### src/rtl/program_loader_pkg.sv
// Shared types and constants for the program loader: FSM encoding, frame field
// widths and the default frame start marker.
package program_loader_pkg;

    localparam int unsigned BYTE_W = 8;
    localparam int unsigned WORD_W = 32;
    localparam int unsigned LEN_W  = 16;
    localparam int unsigned LANE_W = 2;

    localparam logic [BYTE_W-1:0] SYNC_BYTE_DEFAULT = 8'hA5;

    typedef enum logic [2:0] {
        ST_IDLE,
        ST_LEN0,
        ST_LEN1,
        ST_DATA,
        ST_CHK,
        ST_DONE,
        ST_ERR
    } loader_state_e;

    // Frame length field as received: low byte first, then high byte.
    typedef struct packed {
        logic [BYTE_W-1:0] hi;
        logic [BYTE_W-1:0] lo;
    } len_t;

    // States in which the CPU must be kept in reset.
    function automatic logic holds_cpu(input loader_state_e s);
        return (s == ST_LEN0) || (s == ST_LEN1) || (s == ST_DATA) || (s == ST_CHK);
    endfunction

endpackage

### src/rtl/program_loader_word_assembler.sv
// Byte-lane assembly of little-endian 32-bit words with a running XOR checksum
// over every payload byte since the last start pulse.
module program_loader_word_assembler
    import program_loader_pkg::*;
(
    input  logic              clk,
    input  logic              rst,
    input  logic              start_i,
    input  logic              byte_en_i,
    input  logic [BYTE_W-1:0] byte_i,
    output logic [WORD_W-1:0] word_c_o,
    output logic              word_ready_c_o,
    output logic [BYTE_W-1:0] chk_o
);

    localparam int unsigned LOW_W = WORD_W - BYTE_W;

    logic [LANE_W-1:0] lane_q, lane_d;
    logic [LOW_W-1:0]  low_q,  low_d;
    logic [BYTE_W-1:0] chk_q,  chk_d;

    // The fourth byte completes the word in the same cycle it is accepted.
    assign word_ready_c_o = byte_en_i && (lane_q == {LANE_W{1'b1}});
    assign word_c_o       = {byte_i, low_q};
    assign chk_o          = chk_q;

    always_comb begin
        lane_d = lane_q;
        low_d  = low_q;
        chk_d  = chk_q;
        if (start_i) begin
            lane_d = '0;
            low_d  = '0;
            chk_d  = '0;
        end else if (byte_en_i) begin
            lane_d = lane_q + LANE_W'(1);
            low_d  = {byte_i, low_q[LOW_W-1:BYTE_W]};
            chk_d  = chk_q ^ byte_i;
        end
    end

    always_ff @(posedge clk) begin
        if (rst) begin
            lane_q <= '0;
            low_q  <= '0;
            chk_q  <= '0;
        end else begin
            lane_q <= lane_d;
            low_q  <= low_d;
            chk_q  <= chk_d;
        end
    end

endmodule

### src/rtl/program_loader.sv
// Framed byte-stream program loader: writes assembled words into program memory
// from address 0, holds the CPU in reset while loading, then flags done or err.
module program_loader
    import program_loader_pkg::*;
#(
    parameter int unsigned       PC_WIDTH  = 12,
    parameter logic [BYTE_W-1:0] SYNC_BYTE = SYNC_BYTE_DEFAULT
) (
    input  logic                clk,
    input  logic                rst,
    input  logic [BYTE_W-1:0]   in_data,
    input  logic                in_valid,
    output logic                in_ready,
    input  logic                clear,
    output logic                pm_w_en,
    output logic [PC_WIDTH-1:0] pm_addr,
    output logic [WORD_W-1:0]   pm_wdata,
    output logic                cpu_hold,
    output logic                done,
    output logic                err
);

    localparam int unsigned CNT_W    = PC_WIDTH + 1;
    localparam int unsigned CAPACITY = 32'(1) << PC_WIDTH;

    loader_state_e       state_q, state_d;
    len_t                len_q, len_d;
    logic [CNT_W-1:0]    cnt_q, cnt_d;
    logic                in_ready_q, in_ready_d;
    logic                pm_w_en_q, pm_w_en_d;
    logic [PC_WIDTH-1:0] pm_addr_q, pm_addr_d;
    logic [WORD_W-1:0]   pm_wdata_q, pm_wdata_d;
    logic                cpu_hold_q, cpu_hold_d;
    logic                done_q, done_d;
    logic                err_q, err_d;

    logic                fire_c;
    logic                start_c;
    logic                data_fire_c;
    logic [LEN_W-1:0]    len_full_c;
    logic [WORD_W-1:0]   word_c;
    logic                word_ready_c;
    logic [BYTE_W-1:0]   chk;

    assign fire_c      = in_valid && in_ready_q;
    assign start_c     = fire_c && (state_q == ST_LEN1);
    assign data_fire_c = fire_c && (state_q == ST_DATA);
    assign len_full_c  = {in_data, len_q.lo};

    program_loader_word_assembler u_asm (
        .clk            (clk),
        .rst            (rst),
        .start_i        (start_c),
        .byte_en_i      (data_fire_c),
        .byte_i         (in_data),
        .word_c_o       (word_c),
        .word_ready_c_o (word_ready_c),
        .chk_o          (chk)
    );

    // Next state plus next values of every registered output.
    always_comb begin
        state_d    = state_q;
        len_d      = len_q;
        cnt_d      = cnt_q;
        pm_w_en_d  = 1'b0;
        pm_addr_d  = pm_addr_q;
        pm_wdata_d = pm_wdata_q;

        case (state_q)
            ST_IDLE: begin
                if (fire_c && (in_data == SYNC_BYTE)) state_d = ST_LEN0;
            end
            ST_LEN0: begin
                if (fire_c) begin
                    len_d.lo = in_data;
                    state_d  = ST_LEN1;
                end
            end
            ST_LEN1: begin
                if (fire_c) begin
                    len_d.hi = in_data;
                    cnt_d    = '0;
                    if (len_full_c == '0)                  state_d = ST_CHK;
                    else if (32'(len_full_c) > CAPACITY)   state_d = ST_ERR;
                    else                                   state_d = ST_DATA;
                end
            end
            ST_DATA: begin
                if (word_ready_c) begin
                    pm_w_en_d  = 1'b1;
                    pm_addr_d  = cnt_q[PC_WIDTH-1:0];
                    pm_wdata_d = word_c;
                    cnt_d      = cnt_q + CNT_W'(1);
                    if (32'(cnt_d) == 32'(len_q)) state_d = ST_CHK;
                end
            end
            ST_CHK: begin
                if (fire_c) state_d = (in_data == chk) ? ST_DONE : ST_ERR;
            end
            ST_DONE, ST_ERR: begin
                if (clear) state_d = ST_IDLE;
            end
            default: state_d = ST_IDLE;
        endcase

        in_ready_d = !((state_d == ST_DONE) || (state_d == ST_ERR));
        cpu_hold_d = holds_cpu(state_d);
        done_d     = (state_d == ST_DONE);
        err_d      = (state_d == ST_ERR);
    end

    always_ff @(posedge clk) begin
        if (rst) begin
            state_q    <= ST_IDLE;
            len_q      <= '0;
            cnt_q      <= '0;
            in_ready_q <= 1'b0;
            pm_w_en_q  <= 1'b0;
            pm_addr_q  <= '0;
            pm_wdata_q <= '0;
            cpu_hold_q <= 1'b0;
            done_q     <= 1'b0;
            err_q      <= 1'b0;
        end else begin
            state_q    <= state_d;
            len_q      <= len_d;
            cnt_q      <= cnt_d;
            in_ready_q <= in_ready_d;
            pm_w_en_q  <= pm_w_en_d;
            pm_addr_q  <= pm_addr_d;
            pm_wdata_q <= pm_wdata_d;
            cpu_hold_q <= cpu_hold_d;
            done_q     <= done_d;
            err_q      <= err_d;
        end
    end

    assign in_ready = in_ready_q;
    assign pm_w_en  = pm_w_en_q;
    assign pm_addr  = pm_addr_q;
    assign pm_wdata = pm_wdata_q;
    assign cpu_hold = cpu_hold_q;
    assign done     = done_q;
    assign err      = err_q;

endmodule

### config.mk
export PLATFORM = sky130hd
export DESIGN_NAME = program_loader
export DESIGN_NICKNAME = d
export VERILOG_FILES = /design/src/rtl/program_loader_pkg.sv /design/src/rtl/program_loader_word_assembler.sv /design/src/rtl/program_loader.sv
export SDC_FILE = /design/constraint.sdc
export NUM_CORES = 1
export LEC_CHECK = 0
export CAP_MARGIN = 20
export CORE_MARGIN = 10
export CORE_UTILIZATION = 38
export CTS_CLUSTER_DIAMETER = 30
export DETAILED_ROUTE_END_ITERATION = 8
export GPL_TIMING_DRIVEN = 0
export HOLD_SLACK_MARGIN = 0.02
export SLEW_MARGIN = 0
export SYNTH_ARGS = -nofsm -noshare
export SYNTH_HDL_FRONTEND = slang
export SYNTH_SLANG_ARGS = --single-unit
export TNS_END_PERCENT = 50
### constraint.sdc
create_clock -name clk -period 3.54 [get_ports clk]
set_input_delay 0.708 -clock clk [delete_from_list [all_inputs] [get_ports clk]]
set_output_delay 0.708 -clock clk [all_outputs]
set_load 0.05 [all_outputs]
* Word-level counts from Yosys, hierarchy flattened
Index checks and enable logic that the tools add are counted.
Operators by class: add/sub/neg operators 2, $lt $le $gt $ge 1, eq/ne operators 18, mux-type cells 15, bitwise logic cells 2, reductions and logical operators 20
Operators by type and width (number):
- 2-to-1 mux 3 bit | 9
- 2-to-1 mux 13 bit | 2
- case mux 13 bit (2 select lines) | 1
- equality test 3 bit (second input constant) | 6
- case mux 3 bit (6 select lines) | 1
- equality test 13 x 16 -> 1 bit | 1
- > comparator 16 x 13 -> 1 bit (second input constant) | 1
- zero test 16 bit | 1
- adder 13 x 1 -> 13 bit (second input constant) | 1
- equality test 3 x 2 -> 1 bit (second input constant) | 4
- equality test 8 bit | 1
- equality test 8 bit (second input constant) | 1
- XOR 8 bit | 1
- equality test 3 x 1 -> 1 bit (second input constant) | 2
- AND reduction 2 bit | 3
- OR reduction 2 bit | 3
- logical AND 1 bit | 5
- logical OR 1 bit | 4
- zero test 3 bit | 1
- AND reduction 3 bit | 1
- adder 2 x 1 -> 2 bit (second input constant) | 1
- equality test 2 bit (second input constant) | 1
- 2-to-1 mux 2 bit | 1
- inequality test 2 x 1 -> 1 bit (second input constant) | 1
- 5 further kinds | 5
Word-level totals: register bits 115, input bits 12, output and inout bits 49, word-level logic and storage cells 72

* Logic depth before layout (Yosys ltp)
depth in word-level cells 9, mapped depth 9, depth with buffers taken out 7

* Hierarchy
From an unflattened synthesis, not the netlist that was laid out.
Unflattened totals: cells, all modules 604, area, all modules 5202.5 sq um
Modules (own cells, without submodules):
- program_loader | times used 1, cells an instance 474, area each 3794.9 sq um
- program_loader_word_assembler | times used 1, cells an instance 130, area each 1407.6 sq um

* Worst setup path before layout
No wires, ideal clock.
kind input-to-reg, start input in_data[4], end register cpu_hold_q (netlist: cpu_hold), arrival time 1989 ps, data required time 3409 ps, path slack 1420 ps, stages on the path 7, path buffers 1, cells stage by stage clkbuf_2 -> xnor2_1 -> nand4_1 -> o31a_2 -> nor3_1 -> a21o_2 -> o21ai_0
On the way: word-level cells in the longest chain between the ends 9, elaborated cells on any way between the ends 19, classes of those cells order compare: 1; eq/ne: 6; mux: 7; reduce/logical: 5
Ends and longest elaborated chain:
- start: declaration | line program_loader.sv:11 | input logic [BYTE_W-1:0] in_data,
- > comparator 16 x 13 -> 1 bit | line program_loader.sv:85 | else if (32'(len_full_c) > CAPACITY) state_d = ST_ERR;
- 2-to-1 mux 3 bit | line program_loader.sv:85
- 2-to-1 mux 3 bit | line program_loader.sv:84 | if (len_full_c == '0) state_d = ST_CHK;
- 2-to-1 mux 3 bit | line program_loader.sv:81 | if (fire_c) begin
- case mux 3 bit (6 select lines) * | line program_loader.sv:70 | case (state_q)
- equality test 3 x 1 -> 1 bit / equality test 3 x 2 -> 1 bit (equally long branches) | line program_loader_pkg.sv:30 | return (s == ST_LEN0) || (s == ST_LEN1) || (s == ST_DATA) || (s == ST_CHK);
- logical OR 1 bit (2 in a row) | line program_loader_pkg.sv:30
- logical OR 1 bit * | line program_loader_pkg.sv:30
- end signal: assignment | line program_loader.sv:133 | cpu_hold_q <= cpu_hold_d;
- end: declaration | line program_loader.sv:33 | logic cpu_hold_q, cpu_hold_d;
Mark *: on every way between the ends. The rest lies on a longest branch, timed or not. A chain may end at the register's enable or synchronous reset.

* Worst setup path in the final report
start input in_data[3], end register err_q (netlist: err)
On the way: word-level cells in the longest chain between the ends 6, elaborated cells on any way between the ends 13, classes of those cells order compare: 1; eq/ne: 3; mux: 7; reduce/logical: 2
Ends and longest elaborated chain:
- > comparator 16 x 13 -> 1 bit | line program_loader.sv:85
- 2-to-1 mux 3 bit | line program_loader.sv:85
- 2-to-1 mux 3 bit | line program_loader.sv:84
- 2-to-1 mux 3 bit | line program_loader.sv:81
- case mux 3 bit (6 select lines) * | line program_loader.sv:70
- equality test 3 bit * | line program_loader.sv:110 | err_d = (state_d == ST_ERR);
- end signal: assignment | line program_loader.sv:135 | err_q <= err_d;
- end: declaration | line program_loader.sv:35 | logic err_q, err_d;
Marked as above.

==> reports/summary.log <==
qor: outcome.outcome complete, no violations
qor: route.first_pass_iters 5
qor: final_layout.fin_nets 694
qor: route.drt-met1-wl 6640 um
qor: placement.post-dp-hpwl 10300 um
qor: timing.unrepaired_setup_endpoints_after_global_routing false
qor: final_layout.fillerInstances 1257
qor: pwr.ir_worst_vdd 0.000299 V
qor: pwr.p_sw_frac 0.206
qor: synthesis.async_flop_share 0
qor: route.detail_route.wl_per_cell 16.2 um
qor: synthesis.synth_top_area_cell sky130_fd_sc_hd__dfxtp_1
qor: placement.port-buffer-count 59
qor: cts.cts-root-to-sink-buffers 2
qor: worst_setup_path.critical_path.cell_chain clkdlybuf4s50_1 -> nor4_4 -> nand4_1 -> and3_4 -> a221oi_4 -> or3b_1 -> a21oi_2
qor: synthesis.synth_edf_count 0
qor: pwr.sequentialPowerShare 0.420
qor: floorplan.floorplan.rows 41
qor: pwr.share_clk_of_total_power 0.553
qor: global_route.first_global_vias 4413
qor: pwr.share_comb_of_total_power 0.027
qor: pwr.p_per_cell_area 482 mW/mm^2
qor: synthesis.post_synthesis_sequential_area_ratio 0.460
qor: global_route.grt_max_degree 17
qor: route.routed_via_density 5.12
qor: synthesis.syn-instance-count 602
qor: final_layout.share_of_post_route_cells_with_drive_strength_above_1 0.0997
qor: cts.cts_setup_buffers 0
qor: route.ant_nets 0
qor: worst_setup_path.reg2reg_setup_slack 1050 ps
qor: route.total_drc_errors_in_the_routed_layout 0
qor: floorplan.initial_utilization 0.392
qor: route.top_layer_used met4
qor: timing.totalNegativeSetupSlack 0 ps
qor: timing.final-max-slew-violation-count 0
qor: timing.share_of_the_clock_period_used_by_the_worst_path_after_layout 0.764
qor: route.met3_wirelength 1040 um
qor: cts.clk_latency 410 ps
qor: route.met2_length 6120 um
qor: cts.cts.hold.buffers_added 0
qor: global_route.grt_pass1_wl 23000 um
qor: final_layout.syn_to_final_growth 27.9%
qor: cts.clk_transition_reported_paths 50 ps
qor: worst_setup_path.crit_slowest_cell sky130_fd_sc_hd__clkdlybuf4s50_1
qor: synthesis.synthTopCellsByArea sky130_fd_sc_hd__dfxtp_1 (46%), sky130_fd_sc_hd__nand2_1 (11%), sky130_fd_sc_hd__a21oi_1 (8.9%), sky130_fd_sc_hd__xnor2_1 (3.7%), sky130_fd_sc_hd__mux2i_1 (3.2%)
qor: timing.skew 7.66 ps
qor: synthesis.synth.ff_latch_count 115
qor: cts.cts.htree.levels 4
qor: route.vias 4424
qor: worst_setup_path.cp-end-kind register
qor: worst_setup_path.crit_path_dat 3030 ps
qor: worst_setup_path.startpoint_type input pin
qor: synthesis.mappedNetlistArea 0.00501 mm^2
qor: worst_setup_path.setup.worst_path.class input pin to register
qor: pwr.p_int 0.00245 W
qor: timing.timing.max_slew.rel_slack 0.588
qor: cts.cts.repair.resized 0
qor: synthesis.synthDominantCellAreaShare 0.460
qor: worst_setup_path.worstPathMaxFanout 7
qor: global_route.global_route.overflow_total 0
qor: global_route.antenna_violations_before_repair 0
qor: worst_setup_path.path_buf_inv 1
qor: timing.tightestPinTransition 618 ps
qor: cts.tritoncts_clock_tree built
qor: synthesis.synthesis.nets 616
qor: timing.min_period 2700 ps
qor: worst_setup_path.worst_path_largest_cell_delay 680 ps
qor: route.drt_first_iter_violations 358
qor: global_route.grt_use_total 0.158
qor: synthesis.synth_commonest_cells sky130_fd_sc_hd__nand2_1 (149), sky130_fd_sc_hd__dfxtp_1 (115), sky130_fd_sc_hd__a21oi_1 (89), sky130_fd_sc_hd__nor2_1 (42), sky130_fd_sc_hd__xnor2_1 (21)
qor: min_path.min_path_type register to register
qor: synthesis.synth_warnings 0
qor: cts.cts_inserted_buffers 17
qor: final_layout.post-route-util 0.502
qor: placement.globalplace.congestion 0.914
qor: route.drt-total-wl 14000 um
qor: timing.final-hold-violation-count 0
qor: floorplan.fp.coreArea 0.0128 mm^2
qor: worst_setup_path.worstPathRequired 3870 ps
qor: synthesis.syn_area_per_cell 8.32 um^2
qor: pwr.power_switching 0.000634 W
qor: final_layout.n_antenna_cell 0
qor: floorplan.die_height 135 um
qor: cts.cts_root_buffer sky130_fd_sc_hd__clkbuf_16
qor: final_layout.area_of_the_multi_input_gates 0.00249 mm^2
qor: synthesis.ys_dominant_reg_cell sky130_fd_sc_hd__dfxtp_1
qor: floorplan.chipWidth 135 um
qor: cts.clock-sinks 115
qor: floorplan.design.die.area 0.0182 mm^2
qor: synthesis.post_synth_num_cell_types 57
qor: worst_setup_path.critPathTopFamily simple AND/OR/NAND/NOR gates
qor: synthesis.post-synth-top-count-cell sky130_fd_sc_hd__nand2_1
qor: timing.setup_viol 0
qor: timing.max_freq 0.370 GHz
qor: timing.worst_hold_slack 451 ps
qor: final_layout.register_area 0.00230 mm^2
qor: job.drv_cap 0
qor: pwr.p_leak 2.29 nW
qor: floorplan.num_io_pins 61
per-stage QoR:
stage | power (W) | worst slack, ps | instances | area (um^2)
finish | 0.00309 | 835 | 864 | 6410
global route | 0.00319 | 741 | 864 | 6410
CTS | 0.00312 | 866 | 864 | 6410
detailed placement | 0.00141 | 445 | 833 | 5820
global placement | 0.00141 | 503 | 833 | 5820
floorplan | 0.00136 | 1420 | 602 | 5010
layer usage:
| layer | GRT usage | up-vias |
|---|---|---|
| met5 | 0 | - |
| met4 | 0.0580 | 0 |
| met3 | 0.0419 | 19 |
| met2 | 0.237 | 136 |
| met1 | 0.212 | 2067 |
| li1 | - | 2202 |
tightest hold or removal path: stages, from the launching register on:
cell and delay (ps):
sky130_fd_sc_hd__dfxtp_1 300, sky130_fd_sc_hd__nand2_1 50, sky130_fd_sc_hd__a21oi_1 50
power by group through the flow:
stage               clock network, W   logic, W  registers [W]
floorplan                          0  0.0000384        0.00133
global placement                   0  0.0000815        0.00132
detailed placement                 0  0.0000820        0.00132
CTS                          0.00174  0.0000824        0.00130
global route                 0.00181  0.0000881        0.00130
finish                       0.00171  0.0000827        0.00130
kinds of logic after synthesis:
kind of cell,synth area share
compound gates,0.146
buf+inv,0.0442
xor+xnor,0.0612
simple gates,0.252
flops,0.460
fa+ha+maj,0.00499
mux,0.0320
final cells by class:
type / count / share of cell area
Clock buffer: 20 / 0.0713
Multi-Input combinational cell: 443 / 0.388
Buffer: 43 / 0.0340
Clock inverter: 11 / 0.0211
Sequential cell: 115 / 0.359
Tap cell: 172 / 0.0336
Timing Repair Buffer: 59 / 0.0922
Inverter: 1 / 0.000586
final timing paths:
| check | start | depth (start not counted) | end |
|---|---|---|---|
| min | pm_wdata[8]$_SDFFE_PP0P_ | 2 | pm_wdata[8]$_SDFFE_PP0P_ |
| max | in_data[3] | 7 | err$_SDFF_PP0_ |
| min reg2reg | pm_wdata[8]$_SDFFE_PP0P_ | 2 | pm_wdata[8]$_SDFFE_PP0P_ |
| max reg2reg | cnt_q[1]$_SDFFE_PP0P_ | 7 | state_q[1]$_SDFF_PP0_ |
state kept, by name (all words and copies together), names as in the netlist, 2 cells and up:
| name | cells |
|---|---|
| u_asm.low_q | 24 |
| cnt_q | 13 |
| u_asm.chk_o | 8 |
| len_q | 8 |
| u_asm.lane_q | 2 |
| len_full_c | 8 |
| pm_addr | 12 |
| pm_wdata | 32 |
| state_q | 3 |
cell usage in the layout (no fill, tap or decap), types with 4 or more instances in the layout:
cell | Yosys | layout
sky130_fd_sc_hd__nand2_1 | 149 | 149
sky130_fd_sc_hd__dfxtp_1 | 115 | 115
sky130_fd_sc_hd__a21oi_1 | 89 | 89
sky130_fd_sc_hd__clkdlybuf4s50_1 | 0 | 59
sky130_fd_sc_hd__nor2_1 | 42 | 42
sky130_fd_sc_hd__xnor2_1 | 21 | 21
sky130_fd_sc_hd__clkbuf_1 | 19 | 20
sky130_fd_sc_hd__clkbuf_16 | 0 | 17
sky130_fd_sc_hd__buf_2 | 16 | 16
sky130_fd_sc_hd__mux2i_1 | 16 | 16
sky130_fd_sc_hd__xor2_1 | 14 | 14
sky130_fd_sc_hd__nand3_1 | 12 | 12
sky130_fd_sc_hd__o21ai_0 | 12 | 12
sky130_fd_sc_hd__and3_1 | 8 | 8
sky130_fd_sc_hd__nand2b_1 | 7 | 7
sky130_fd_sc_hd__or3_1 | 7 | 7
sky130_fd_sc_hd__clkinv_2 | 0 | 6
sky130_fd_sc_hd__nand4_1 | 5 | 5
sky130_fd_sc_hd__nand3b_1 | 5 | 5
sky130_fd_sc_hd__a211oi_1 | 4 | 4
sky130_fd_sc_hd__nor3_1 | 4 | 4
(Power assumes the default switching activity.)
